<file path="src/rtl/adder_arbiter.sv">
// Two requesters share one 32-bit prefix-tree adder. Round-robin arbitration feeds
// a single registered response slot with back-pressure and x86-style CF/OF/ZF flags.
module adder_arbiter #(
  parameter int WIDTH = 32
) (
  input  logic             clk,
  input  logic             reset,
  input  logic             req0_valid,
  output logic             req0_ready,
  input  logic [WIDTH-1:0] req0_a,
  input  logic [WIDTH-1:0] req0_b,
  input  logic             req0_sub,
  input  logic             req0_cin,
  input  logic             req1_valid,
  output logic             req1_ready,
  input  logic [WIDTH-1:0] req1_a,
  input  logic [WIDTH-1:0] req1_b,
  input  logic             req1_sub,
  input  logic             req1_cin,
  output logic             rsp_valid,
  input  logic             rsp_ready,
  output logic             rsp_id,
  output logic [WIDTH-1:0] rsp_sum,
  output logic             rsp_cf,
  output logic             rsp_of,
  output logic             rsp_zf
);
  localparam int LVLS = $clog2(WIDTH);

  typedef struct packed {
    logic [WIDTH-1:0] a;
    logic [WIDTH-1:0] b;
    logic             sub;
    logic             cin;
  } req_t;

  typedef struct packed {
    logic             id;
    logic [WIDTH-1:0] sum;
    logic             cf;
    logic             of;
    logic             zf;
  } rsp_t;

  req_t req0, req1, sel;
  rsp_t rsp_q, rsp_d;
  logic rsp_valid_q, last_grant;
  logic grant0, grant1, can_accept, accept;

  assign req0 = '{a: req0_a, b: req0_b, sub: req0_sub, cin: req0_cin};
  assign req1 = '{a: req1_a, b: req1_b, sub: req1_sub, cin: req1_cin};

  // On contention the port that did not win last time goes first.
  assign grant0     = req0_valid && (!req1_valid || last_grant);
  assign grant1     = req1_valid && (!req0_valid || !last_grant);
  assign can_accept = !rsp_valid_q || rsp_ready;
  assign req0_ready = grant0 && can_accept && !reset;
  assign req1_ready = grant1 && can_accept && !reset;
  assign accept     = req0_ready || req1_ready;
  assign sel        = grant1 ? req1 : req0;

  logic [WIDTH-1:0]           b_eff, sum;
  logic                       c_in, c_out;
  logic [LVLS:0][WIDTH-1:0]   g, p;

  // Kogge-Stone prefix tree; carry-in is folded into bit 0's generate so
  // g[LVLS][i] is the carry out of bit i.
  always_comb begin
    b_eff   = sel.sub ? ~sel.b : sel.b;
    c_in    = sel.cin ^ sel.sub;
    g       = '0;
    p       = '0;
    g[0]    = sel.a & b_eff;
    p[0]    = sel.a ^ b_eff;
    g[0][0] = g[0][0] | (p[0][0] & c_in);
    for (int k = 0; k < LVLS; k++) begin
      for (int i = 0; i < WIDTH; i++) begin
        if (i >= (1 << k)) begin
          g[k+1][i] = g[k][i] | (p[k][i] & g[k][i-(1<<k)]);
          p[k+1][i] = p[k][i] & p[k][i-(1<<k)];
        end else begin
          g[k+1][i] = g[k][i];
          p[k+1][i] = p[k][i];
        end
      end
    end
    sum    = '0;
    sum[0] = p[0][0] ^ c_in;
    for (int i = 1; i < WIDTH; i++)
      sum[i] = p[0][i] ^ g[LVLS][i-1];
    c_out = g[LVLS][WIDTH-1];
  end

  always_comb begin
    rsp_d     = '0;
    rsp_d.id  = grant1;
    rsp_d.sum = sum;
    rsp_d.cf  = c_out ^ sel.sub;
    rsp_d.of  = (sel.a[WIDTH-1] == b_eff[WIDTH-1]) && (sum[WIDTH-1] != sel.a[WIDTH-1]);
    rsp_d.zf  = (sum == '0);
  end

  // Accept and drain in the same cycle simply overwrite the slot.
  always_ff @(posedge clk or posedge reset) begin
    if (reset) begin
      rsp_valid_q <= 1'b0;
      rsp_q       <= '0;
      last_grant  <= 1'b1;
    end else if (accept) begin
      rsp_valid_q <= 1'b1;
      rsp_q       <= rsp_d;
      last_grant  <= grant1;
    end else if (rsp_ready) begin
      rsp_valid_q <= 1'b0;
    end
  end

  assign rsp_valid = rsp_valid_q;
  assign rsp_id    = rsp_q.id;
  assign rsp_sum   = rsp_q.sum;
  assign rsp_cf    = rsp_q.cf;
  assign rsp_of    = rsp_q.of;
  assign rsp_zf    = rsp_q.zf;
endmodule

</file>
<file path="config.mk">
export PLATFORM = sky130hd
export DESIGN_NAME = adder_arbiter
export DESIGN_NICKNAME = d
export VERILOG_FILES = /design/src/rtl/adder_arbiter.sv
export SDC_FILE = /design/constraint.sdc
export NUM_CORES = 1
export LEC_CHECK = 0
export BUFFER_PORTS_ARGS = -buffer_cell sky130_fd_sc_hd__buf_2
export CAP_MARGIN = 40
export CELL_PAD_IN_SITES_DETAIL_PLACEMENT = 2
export CELL_PAD_IN_SITES_GLOBAL_PLACEMENT = 2
export CORE_AREA = 4 4 137 139
export CTS_CLUSTER_DIAMETER = 200
export DETAILED_ROUTE_END_ITERATION = 8
export DIE_AREA = 0 0 141 143
export PLACE_DENSITY_LB_ADDON = 0.1
export REMOVE_ABC_BUFFERS = 1
export SLEW_MARGIN = 20
export SYNTH_ARGS = -nofsm -noshare
export SYNTH_HDL_FRONTEND = slang
export SYNTH_SLANG_ARGS = --single-unit
</file>
<file path="constraint.sdc">
create_clock -name clk -period 5.1 [get_ports clk]
set_input_delay 0.255 -clock clk [delete_from_list [all_inputs] [get_ports clk]]
set_output_delay 0.255 -clock clk [all_outputs]
set_load 0.02 [all_outputs]
</file>
Word level (Yosys, flattened, before mapping)
Cells that the tools add are included.
{ "totals": {"register_bits": 38, "in_bits": 137, "elab_cells": 426} }
{ "op_classes": {"n_eq_ne": 2, "muxes": 4, "bitwise_logic": 395, "n_reduce_logical": 18} }
{ "ops": {"columns": ["operator", "count"], "rows": [
  ["bitwise AND 1 bit", 228],
  ["bitwise OR 1 bit", 130],
  ["2-to-1 mux 66 bit", 1],
  ["bitwise XOR 1 bit", 34],
  ["bitwise AND 32 bit", 1],
  ["logical NOT 32 bit", 1],
  ["2-to-1 mux 32 bit", 1],
  ["inverter 32 bit", 1],
  ["bitwise XOR 32 bit", 1],
  ["logical AND 1 bit", 7],
  ["logical NOT 1 bit", 5],
  ["logical OR 1 bit", 4],
  ["2-to-1 mux 1 bit", 2],
  ["nonzero test 2 bit", 1],
  ["equality test 1 bit", 1],
  ["inequality test 1 bit", 1]
]} }

Depth between registers and ports, before layout
Gate-level depths: netlist of run 1.
{ "depth": {"ltp_word": 20, "mapped_depth": 16} }

Least setup slack after synthesis of run 1
OpenSTA, ideal clock, no wires.
{ "synth_path": {"kind": "register to register", "startpoint": "register last_grant", "endpoint": "register rsp_q (netlist bit rsp_zf)", "setup_ns": 0.064, "arrival_ns": 4.834, "t_required_ns": 5.036, "setup_slack_ns": 0.201, "path_stages_with_launch": 17, "path_cell_list": "dfstp_2 a21boi_1 clkbuf_1 buf_1 mux2i_1 xor2_1 fa_1 fa_1 a21o_1 a31o_1 a211o_1 a211o_1 a31o_1 a2111oi_2 nand4_1 nor4_1 a21o_1"} }
{ "synth_via": {"elab_chain_cells": 19, "word_cells_on_any_way": 393, "cone_classes": "mux (2); bitwise (380); reduce/logical (11)"} }
{ "synth_rtl": {"columns": ["element", "line", "rtl"], "rows": [
  ["start, declared", "47", "logic rsp_valid_q, last_grant;"],
  ["start signal, assigned", "112", "last_grant <= grant1;"],
  ["logical NOT 1 bit", "55", "assign grant1 = req1_valid && (!req0_valid || !last_grant);"],
  ["logical OR 1 bit", "55", null],
  ["logical AND 1 bit", "55", null],
  ["2-to-1 mux 66 bit", "60", "assign sel = grant1 ? req1 : req0;"],
  ["inverter 32 bit", "69", "b_eff = sel.sub ? ~sel.b : sel.b;"],
  ["2-to-1 mux 32 bit", "69", null],
  ["bitwise XOR 32 bit", "74", "p[0] = sel.a ^ b_eff;"],
  ["bitwise AND 1 bit", "75", "g[0][0] = g[0][0] | (p[0][0] & c_in);"],
  ["(+3 left out)", null, null],
  ["bitwise AND 1 bit", "79", "g[k+1][i] = g[k][i] | (p[k][i] & g[k][i-(1<<k)]);"],
  ["bitwise OR 1 bit", "79", null],
  ["bitwise AND 1 bit", "79", null],
  ["bitwise OR 1 bit", "79", null],
  ["bitwise AND 1 bit", "79", null],
  ["bitwise OR 1 bit", "79", null],
  ["bitwise XOR 1 bit", "90", "sum[i] = p[0][i] ^ g[LVLS][i-1];"],
  ["logical NOT 32 bit", "100", "rsp_d.zf = (sum == '0);"],
  ["end signal, assigned", "111", "rsp_q <= rsp_d;"],
  ["end, declared", "46", "rsp_t rsp_q, rsp_d;"]
]} }
Several ways; a longest one is shown, not always the timed one.
A chain may end at the register's enable or synchronous reset.

Worst setup path in the final report of run 1
Same ends and word-level chain as after synthesis.

==> results of run 1 <==
-- sequential cells by signal (all words and copies together), names as in the netlist --
name        flops
rsp_id          1
rsp_cf          1
rsp_valid       1
rsp_zf          1
rsp_of          1
rsp_sum        32
last_grant      1
-- cell usage in the layout, fill, tap and decap left out, types with 6 or more instances in the layout --
cell type  instances
buf_4              7
o31ai_1           10
o21ai_1            9
dfrtp_1           37
and3_1             9
buf_2            175
a21o_1            11
a21oi_1           35
xnor2_1            6
nand3_1           13
nand2_1           48
ha_1              31
o21ai_0           26
a211oi_1           9
xor2_1            42
inv_1              9
and2_1             7
mux2_2            44
nor3_1             8
nand4_1            7
mux2i_1           34
a211o_1            9
nor2_1            20
-- cell families after synthesis --
kind of cell | synth area share (%)
DFF | 21.2
xor gates and xnor gates | 9.34
adders and majority gates | 9.51
buffers and inverters | 2.72
muxes | 19.3
AOI/OAI and AO/OA | 23.3
and+or+nand+nor | 14.7
-- area by class of cell --
class | instances | area [um2] | area share, %
clock inverter | 1 | 30.0 | 0.515
multi-input combinational | 449 | 3450 | 59.2
clock buffer | 7 | 143 | 2.45
timing repair buffer | 182 | 928 | 15.9
tap | 229 | 287 | 4.91
sequential | 38 | 952 | 16.3
inverter | 10 | 37.5 | 0.644
-- metal layers --
metal | global-route usage (%) | share of wire, %
met5 | 0 | 0
met2 | 31.2 | 51
met4 | 2.45 | 0.61
met1 | 21.8 | 44
met3 | 2.21 | 4.5
-- final timing paths --
path | from | to | slack [ns] | cells after the start
max in group asynchronous | reset | rsp_sum[17]$_DFFE_PP0P_ | 4.57 | 3
worst min register to register | rsp_sum[30]$_DFFE_PP0P_ | rsp_sum[30]$_DFFE_PP0P_ | 0.48 | 2
worst max register to register | last_grant$_DFFE_PP1P_ | rsp_zf$_DFFE_PP0P_ | 0.46 | 14
worst max-delay path | last_grant$_DFFE_PP1P_ | rsp_zf$_DFFE_PP0P_ | 0.46 | 14
min in group clk | rsp_ready | rsp_valid$_DFFE_PP0P_ | 0.33 | 3
worst min-delay path | reset | rsp_sum[22]$_DFFE_PP0P_ | 0.14 | 3
-- where the power goes --
part / switching, mW / internal (mW)
registers: 0.0793 / 0.436
logic: 1.08 / 0.648
clock network: 0.136 / 0.245
total: 1.29 / 1.33
-- worst min-delay path, cell delays in order --
cell and delay, ns:
buf_2 0.10, inv_2 0.05, buf_4 0.48
==> flow_summary.yaml, run 1 <==
finish:
  layout.nets: 856
  fillers: 2077
  area.growth.synth_to_final_pct: 29.6
  postLayoutCellArea_um2: 5830
  utilization_pct: 33.0
  diodes: 0
  fin_cells: 916
  drive_gt1_share_pct: 36.0
worst_setup_path:
  crit_fanout: 6
  cp.required_ns: 5.33
  path_buf_inv: 0
  start_kind: "flip-flop"
  timing_worst_setup_path_type: "flip-flop to flip-flop"
  path_delay_family: "compound AO/OA/AOI/OAI gates"
  cp_slowest_cell: "fa_1"
  cp_cell_sequence: "a21boi_4, mux2i_4, xor2_1, fa_1, fa_1, a21o_1, a31o_1, a211oi_2, nor2_1, or3_1, a2111oi_4, nand4_1, nor4_1, a21o_1"
  end_kind: "flip-flop"
  arrival_ns: 4.87
  worst_path_largest_cell_delay_ns: 0.50
clock_tree:
  cts_num_sinks: 38
  holdBufCountCts: 0
  cts_tree: "built"
  clockBufferDepth: 2
  cts-root-buf: "clkbuf_16"
  clock_latency_ns: 0.29
  clkTransAtPathRegs_ns: 0.07
  post_cts_buffers: 0
  cts_resized: 0
  cts_htree_levels: 2
  cts_buffers: 5
yosys:
  synth_most_common_cell: "nand2_1"
  syn_inst: 519
  yosys.area.top_type_share_pct: 20.6
  ys_seq_area_share_pct: 21.2
  synth_edf_count: 0
  synth_common_cells: "nand2_1 (48), mux2_2 (44), xor2_1 (42)"
  netlist_area_um2: 4500
  synth_async_sr_flop_share_pct: 100
  synth_area_leaders: "dfrtp_1 (21%), mux2_2 (11%), ha_1 (8.6%)"
  yosysTopAreaCell: "dfrtp_1"
  ys_seq_elements: 38
  ys.flop_type: "dfrtp_1"
  synth_warnings: 0
  synth.distinct_cells: 61
  synth.avg_cell_area_um2: 8.67
placement:
  dp_cells: 908
  dp_hpwl_um: 14600
  finalWeightedCongestion: 0.810
  place_area_um2: 5660
  port_buffers: 175
  preCtsSetupSlack_ns: 0.396
sta:
  hold_viol_final: 0
  slew_violations: 0
  setup_viol: 0
  setup_ws_ns: 0.464
  period_share_pct: 90.9
  period_needed_ns: 4.64
  rsz0062_at_grt: "no"
  skew_ns: 0.00713
  max_slew_margin_pct: 54.7
  whs_ns: 0.141
  tightest_slew_ns: 0.672
  finalSetupTns_ns: 0
  fmax_mhz: 216
die:
  start_util_pct: 25.5
  die-area_um2: 20200
  die_w_um: 141
  core_area_um2: 17700
  io_pins: 176
  die_y_um: 143
  num_rows: 49
grt:
  antenna_found_initial: 0
  grt_pass1_vias: 5217
  grt_usage_pct: 17.0
  grt_max_degree: 56
  grt_pass1_wl_um: 27900
  gr-total-overflow: 0
drt:
  firstDrtPassIters: 4
  drc: 0
  drtIter0Drc: 139
  routed_via_density: 5.13
  wl_per_cell_um: 18.9
  ant_nets: 0
  route.vias.total: 4696
  drt_wl_total_um: 17300
min_path:
  hold_path_class: "primary input to asynchronous set/reset pin"
pwr:
  total_power_mw: 2.62
  p_per_area_nw_per_um2: 450
  p_leak_nw: 2.78
  ir_worst_vdd_mv: 0.122
status:
  outcome: "finished, final reports clean"
flow_run:
  cap_violations: 0
(Power assumes the default switching activity.)
==> inputs of run 2 (changes only) <==
--- a/config.mk
+++ b/config.mk
@@ -14,5 +14,5 @@
 export DETAILED_ROUTE_END_ITERATION = 8
 export DIE_AREA = 0 0 141 143
-export PLACE_DENSITY_LB_ADDON = 0.1
+export PLACE_DENSITY = 0.79
 export REMOVE_ABC_BUFFERS = 1
 export SLEW_MARGIN = 20
==> constraint.sdc (replaced) <==
create_clock -name clk -period 4 [get_ports clk]
set_input_delay 0.4 -clock clk [delete_from_list [all_inputs] [get_ports clk]]
set_output_delay 0.4 -clock clk [all_outputs]
set_load 0.02 [all_outputs]
==> run 2 against run 1 <==
Effect of this change: the flow now finishes with violations (negative setup slack); power grew 84%; critical path depth increased by 2; flip-flop and latch count stayed put; largest cell class unchanged.
==> flow_summary.yaml, run 2 (synthesis results as in run 1) <==
worst_setup_path:
  cp.depth: 16
  path_buf_inv: 2
  r2r_start: "last_grant$_DFFE_PP1P_"
  end_kind: "flip-flop"
  crit_fanout: 5
  path_delay_family: "compound AO/OA/AOI/OAI gates"
  arrival_ns: 4.67
  worstSetupStartpoint: "last_grant$_DFFE_PP1P_"
  start_kind: "flip-flop"
  cp_slowest_cell: "fa_2"
  worst_path_largest_cell_delay_ns: 0.43
  rr_worst_depth: 16
  timing_worst_setup_path_type: "flip-flop to flip-flop"
  cp_cell_sequence: "a21boi_4, mux2i_4, xor2_2, fa_2, fa_2, a21o_1, a31o_1, buf_4, a211oi_2, buf_4, xor2_2, nand4_1, a2111oi_4, nand4_1, nor4_2, a21o_1"
  cp.required_ns: 4.23
finish:
  area.growth.synth_to_final_pct: 70.7
  fillers: 1962
  layout_common_cells: "buf_2 (175), buf_4 (155), nand2_1 (45)"
  drive_gt1_share_pct: 55.9
  layout_commonest_cell: "buf_2"
  largest_reg_flops: 32
  layout.nets: 1019
  postLayoutCellArea_um2: 7680
sta:
  hold_viol_final: 0
  rsz0062_at_grt: "yes"
  period_share_pct: 111
  period_needed_ns: 4.44
  setup_viol: 5
  tightest_slew_ns: 0.626
  setup_ws_ns: -0.440
  skew_ns: 0.00239
  fmax_mhz: 225
  slew_violations: 0
  max_slew_margin_pct: 57.7
drt:
  drtIter0Drc: 274
  drt_wl_total_um: 25000
  routed_via_density: 5.34
  wl_per_cell_um: 23.2
  ant_nets: 0
  firstDrtPassIters: 5
  drc: 0
  route.vias.total: 5763
clock_tree:
  clockBufferDepth: 2
  clkTransAtPathRegs_ns: 0.07
  cts_tree: "built"
  cts_num_sinks: 38
  cts_buffers: 5
  cts_htree_levels: 2
  cts-root-buf: "clkbuf_16"
  clock_latency_ns: 0.29
status:
  violations: "negative setup slack"
  outcome: "complete, but fails checks"
placement:
  preCtsSetupSlack_ns: -0.747
  port_buffers: 175
  place_area_um2: 6770
  dp_hpwl_um: 17200
  finalWeightedCongestion: 0.922
die:
  die_w_um: 141
  start_util_pct: 25.5
  core_area_um2: 17700
  die-area_um2: 20200
  die_y_um: 143
  io_pins: 176
  num_rows: 49
grt:
  grtUsageMet1_pct: 24.5
  antenna_found_initial: 1
  use_met3_pct: 2.55
  grt-busiest-layer: "met2"
  use_met2_pct: 42.8
  grt_max_degree: 56
  grt_pass1_wl_um: 35900
  gr-total-overflow: 0
  grt_usage_pct: 22.2
  grt_pass1_vias: 6501
flow_run:
  cap_violations: 0
pwr:
  p_per_area_nw_per_um2: 627
  p_leak_nw: 3.72
  ir_worst_vdd_mv: 0.223
min_path:
  hold_path_class: "primary input to asynchronous set/reset pin"
[run 2: stage by stage]
step	instances	hold slack [ns]	total power, mW	setup TNS (ns)	utilization (%)
2_1_floorplan	497	0.382	2.15	-209.02	-
3_3_place_gp	1054	0.457	3.46	-1.79	38.3
3_5_place_dp	1054	0.475	3.62	-5.18	38.3
4_1_cts	1071	0.300	4.37	-0.458	40.8
5_1_grt	1080	0.347	5.06	-2.28	43.5
6_report	1080	0.314	4.82	-0.881	43.5
[run 2: area by class of cell]
class                      instances  area (um2)  share of cell area (%)
multi-input combinational        449        3960                    51.5
tap                              229         287                    3.73
timing repair buffer             345        2250                    29.3
inverter                          10        37.5                   0.489
sequential                        38         952                    12.4
antenna                            1        2.50                  0.0326
clock inverter                     3        68.8                   0.896
clock buffer                       5         125                    1.63
[run 2: what timing repair did]
item                       4_1_cts  5_1_grt
buffers inserted                11       10
resized for setup               35       79
pin swaps                       12       18
gates cloned                     0        0
setup endpoints to repair       18       16
hold buffers                     0        0
[run 2: worst min-delay path, cell delays in order]
cell   delay (ns)
buf_2        0.11
inv_2        0.08
buf_4        0.48
[run 2: metal layers]
layer | part of all wire, % | vias up
met5 | 0 | -
met4 | 4.2 | 0
met3 | 4.2 | 80
met2 | 53 | 200
met1 | 38 | 2864
li1 | - | 2619
[run 2: report_power, final]
group          internal (mW)  switching [mW]  leakage (nW)
Sequential             0.557           0.134         0.460
Combinational           1.60            1.99          3.17
Clock                  0.359           0.186        0.0940
Total                   2.51            2.31          3.72
[run 2: final timing paths]
path	slack, ns	endpoint
min in group clk	0.50	rsp_sum[30]$_DFFE_PP0P_
worst min-delay path	0.31	rsp_sum[8]$_DFFE_PP0P_
max in group asynchronous	3.31	rsp_sum[13]$_DFFE_PP0P_
worst max register to register	-0.44	rsp_zf$_DFFE_PP0P_
worst max-delay path	-0.44	rsp_zf$_DFFE_PP0P_
worst min register to register	0.50	rsp_sum[30]$_DFFE_PP0P_
==> inputs of run 3 (changes only) <==
Settings changed: ABC_AREA set to 1, CORE_AREA 4 4 137 139 to 4 4 151 153, DIE_AREA 0 0 141 143 to 0 0 155 157, REMOVE_ABC_BUFFERS 1 to unset.
==> run 3 against run 2 <==
Effect of this change: the flow now finishes without violations; maximum frequency grew 23%; utilization is 14 points lower; register-to-register slack better by 0.82 ns; critical endpoint unchanged.
==> flow_summary.yaml, run 3 <==
grt:
  gr-total-overflow: 0
  grt_max_degree: 42
  grt_pass1_wl_um: 31200
  antenna_found_initial: 0
  grt_usage_pct: 15.7
  grt_pass1_vias: 6108
worst_setup_path:
  arrival_ns: 3.82
  worstSetupStartpoint: "last_grant$_DFFE_PP1P_"
  timing_worst_setup_path_type: "flip-flop to flip-flop"
  r2r_slack_ns: 0.38
  cp_cell_sequence: "nand2_1, nand2_4, mux2_2, xnor2_1, fa_1, fa_1, nand2_1, nand2_1, nand3_1, nand2_1, nand2_1, nand2_1, nand2_1, nand2_1, nand2_1, nand2_1, nor2_1, nand3_1, o21bai_1"
  r2r_start: "last_grant$_DFFE_PP1P_"
  end_kind: "flip-flop"
  crit_fanout: 6
  cp_slowest_cell: "fa_1"
  cp_common_cell: "nand2_1"
  cp.required_ns: 4.20
  start_kind: "flip-flop"
  regToRegEndpoint: "rsp_zf$_DFFE_PP0P_"
  rr_worst_depth: 19
  critPathCapture: "rsp_zf$_DFFE_PP0P_"
  worst_path_largest_cell_delay_ns: 0.54
clock_tree:
  cts_resized: 0
  cts_buffers: 5
  clock_latency_ns: 0.28
  cts_tree: "built"
  post_cts_buffers: 0
  cts-root-buf: "clkbuf_16"
  cts_htree_levels: 2
  clockBufferDepth: 2
  cts_num_sinks: 38
  clkTransAtPathRegs_ns: 0.06
  holdBufCountCts: 0
yosys:
  synth_warnings: 0
  synth_adder_area_share_pct: 8.41
  yosysTopAreaCell: "nand2_1"
  synth_most_common_cell: "nand2_1"
  syn_nets: 987
  synth_top_family_by_area: "simple AND/OR/NAND/NOR gates"
  synth_compound_area_share_pct: 5.60
  netlist_area_um2: 5090
  synth_edf_count: 0
  ys_seq_elements: 38
  yosys.area.top_type_share_pct: 22.3
  synth_mux_area_share_pct: 13.6
  synth.avg_cell_area_um2: 6.23
  syn_inst: 817
  synth_xor_area_share_pct: 6.88
  ys.flop_type: "dfrtp_1"
  synth.distinct_cells: 27
  synth_area_leaders: "nand2_1 (22%), dfrtp_1 (18%), inv_1 (9.5%)"
  synth_common_cells: "nand2_1 (302), inv_1 (129), nor2_1 (71)"
  synth_async_sr_flop_share_pct: 100
  synth-simple-area-share_pct: 35.3
  ys_seq_area_share_pct: 18.7
sta:
  tightest_slew_ns: 0.507
  skew_ns: 0.00348
  setup_viol: 0
  fmax_mhz: 276
  hold_viol_final: 0
  slew_violations: 0
  max_slew_margin_pct: 66.2
  rsz0062_at_grt: "no"
  period_needed_ns: 3.62
  finalSetupTns_ns: 0
  whs_ns: 0.280
  period_share_pct: 90.5
pwr:
  clockPowerShare_pct: 11.2
  total_power_mw: 3.48
  p_per_area_nw_per_um2: 540
  p_int_mw: 1.64
  switchingPower_mw: 1.84
  swShare_pct: 52.9
  power_frac_comb_pct: 69.8
  ir_worst_vdd_mv: 0.187
  p_leak_nw: 3.77
  sequentialPowerShare_pct: 19.0
drt:
  wl_per_cell_um: 15.2
  firstDrtPassIters: 4
  ant_nets: 0
  drc: 0
  drtIter0Drc: 159
  drt_wl_total_um: 19300
  routed_via_density: 4.47
  route.vias.total: 5666
die:
  die_y_um: 157
  start_util_pct: 23.6
  core_area_um2: 21600
  num_rows: 54
  die-area_um2: 24300
  die_w_um: 155
  io_pins: 176
flow_run:
  cap_violations: 0
finish:
  diodes: 0
  layout.nets: 1159
  largest_reg_flops: 32
  layout_commonest_cell: "nand2_1"
  fin_cells: 1268
  area.growth.synth_to_final_pct: 26.8
  fillers: 2713
  utilization_pct: 29.9
  layout_common_cells: "nand2_1 (301), buf_2 (175), inv_1 (129)"
  drive_gt1_share_pct: 24.3
placement:
  port_buffers: 175
  dp_hpwl_um: 17300
  finalWeightedCongestion: 0.870
  dp_cells: 1262
status:
  outcome: "finished, final reports clean"
min_path:
  hold_path_class: "primary input to asynchronous set/reset pin"
## run 3: changes by cell type after synthesis, moves of 14 or more
cell,previous run,this run
xnor2_1,6,37
nor2_1,20,71
clkbuf_1,17,3
inv_1,9,129
nand2_1,48,302
nand3_1,14,36
a21oi_1,35,15
xor2_1,42,3
## run 3: metrics by stage
step / worst slack, ns / area, um2
after floorplan: 0.516 / 5090
after global placement: 0.509 / 6300
after detailed placement: 0.368 / 6320
after CTS: 0.347 / 6450
after global routing: 0.0237 / 6450
final: 0.380 / 6450
## run 3: critical path: cells and delay by family, from the launching register on
kind	cells	cell delay, ns
xor+xnor	1	0.16
mux	1	0.40
flops	1	0.53
compound gates	1	0.16
simple gates	14	1.20
fa+ha+maj	2	1.07
## run 3: kinds of logic after synthesis
family | after synthesis
buffers and inverters | 149
multiplexers | 65
AND/OR/NAND/NOR | 441
XOR/XNOR | 40
flip-flops | 38
adder cells (fa/ha/maj) | 33
AO/OA/AOI/OAI | 51
## run 3: worst min path at each step
stage	from	endpoint	slack [ns]	depth (start not counted)
finish	reset	rsp_id$_DFFE_PP0P_	0.28	3
global route	reset	rsp_id$_DFFE_PP0P_	0.33	3
CTS	reset	rsp_id$_DFFE_PP0P_	0.30	3
detailed placement	rsp_id$_DFFE_PP0P_	rsp_id$_DFFE_PP0P_	0.46	2
global placement	rsp_id$_DFFE_PP0P_	rsp_id$_DFFE_PP0P_	0.45	2
floorplan	last_grant$_DFFE_PP1P_	last_grant$_DFFE_PP1P_	0.48	2
## run 3: layout make-up
| class | instances | area [um2] | area share (%) |
|---|---|---|---|
| clock buffers | 6 | 139 | 2.15 |
| inverters | 130 | 488 | 7.56 |
| multi-input cells | 630 | 3560 | 55.2 |
| flip-flops and latches | 38 | 952 | 14.8 |
| well taps | 280 | 350 | 5.43 |
| repair buffers | 184 | 963 | 14.9 |
## run 3: per-layer routing
layer | up-vias | routed length (um) | GRT usage, %
met3 | 6 | 722 | 1.32
met1 | 2664 | 9610 | 22.1
met2 | 112 | 8870 | 26.8
met4 | 0 | 112 | 2.14
li1 | 2884 | - | -
met5 | - | 0 | 0
## run 3: power groups by stage
stage          combinational [mW]  clock [mW]  sequential [mW]
5_1_grt                      2.75       0.419            0.686
2_1_floorplan                1.42           0            0.873
4_1_cts                      2.48       0.400            0.666
3_5_place_dp                 2.47           0            0.670
6_report                     2.43       0.390            0.662
3_3_place_gp                 2.41           0            0.661
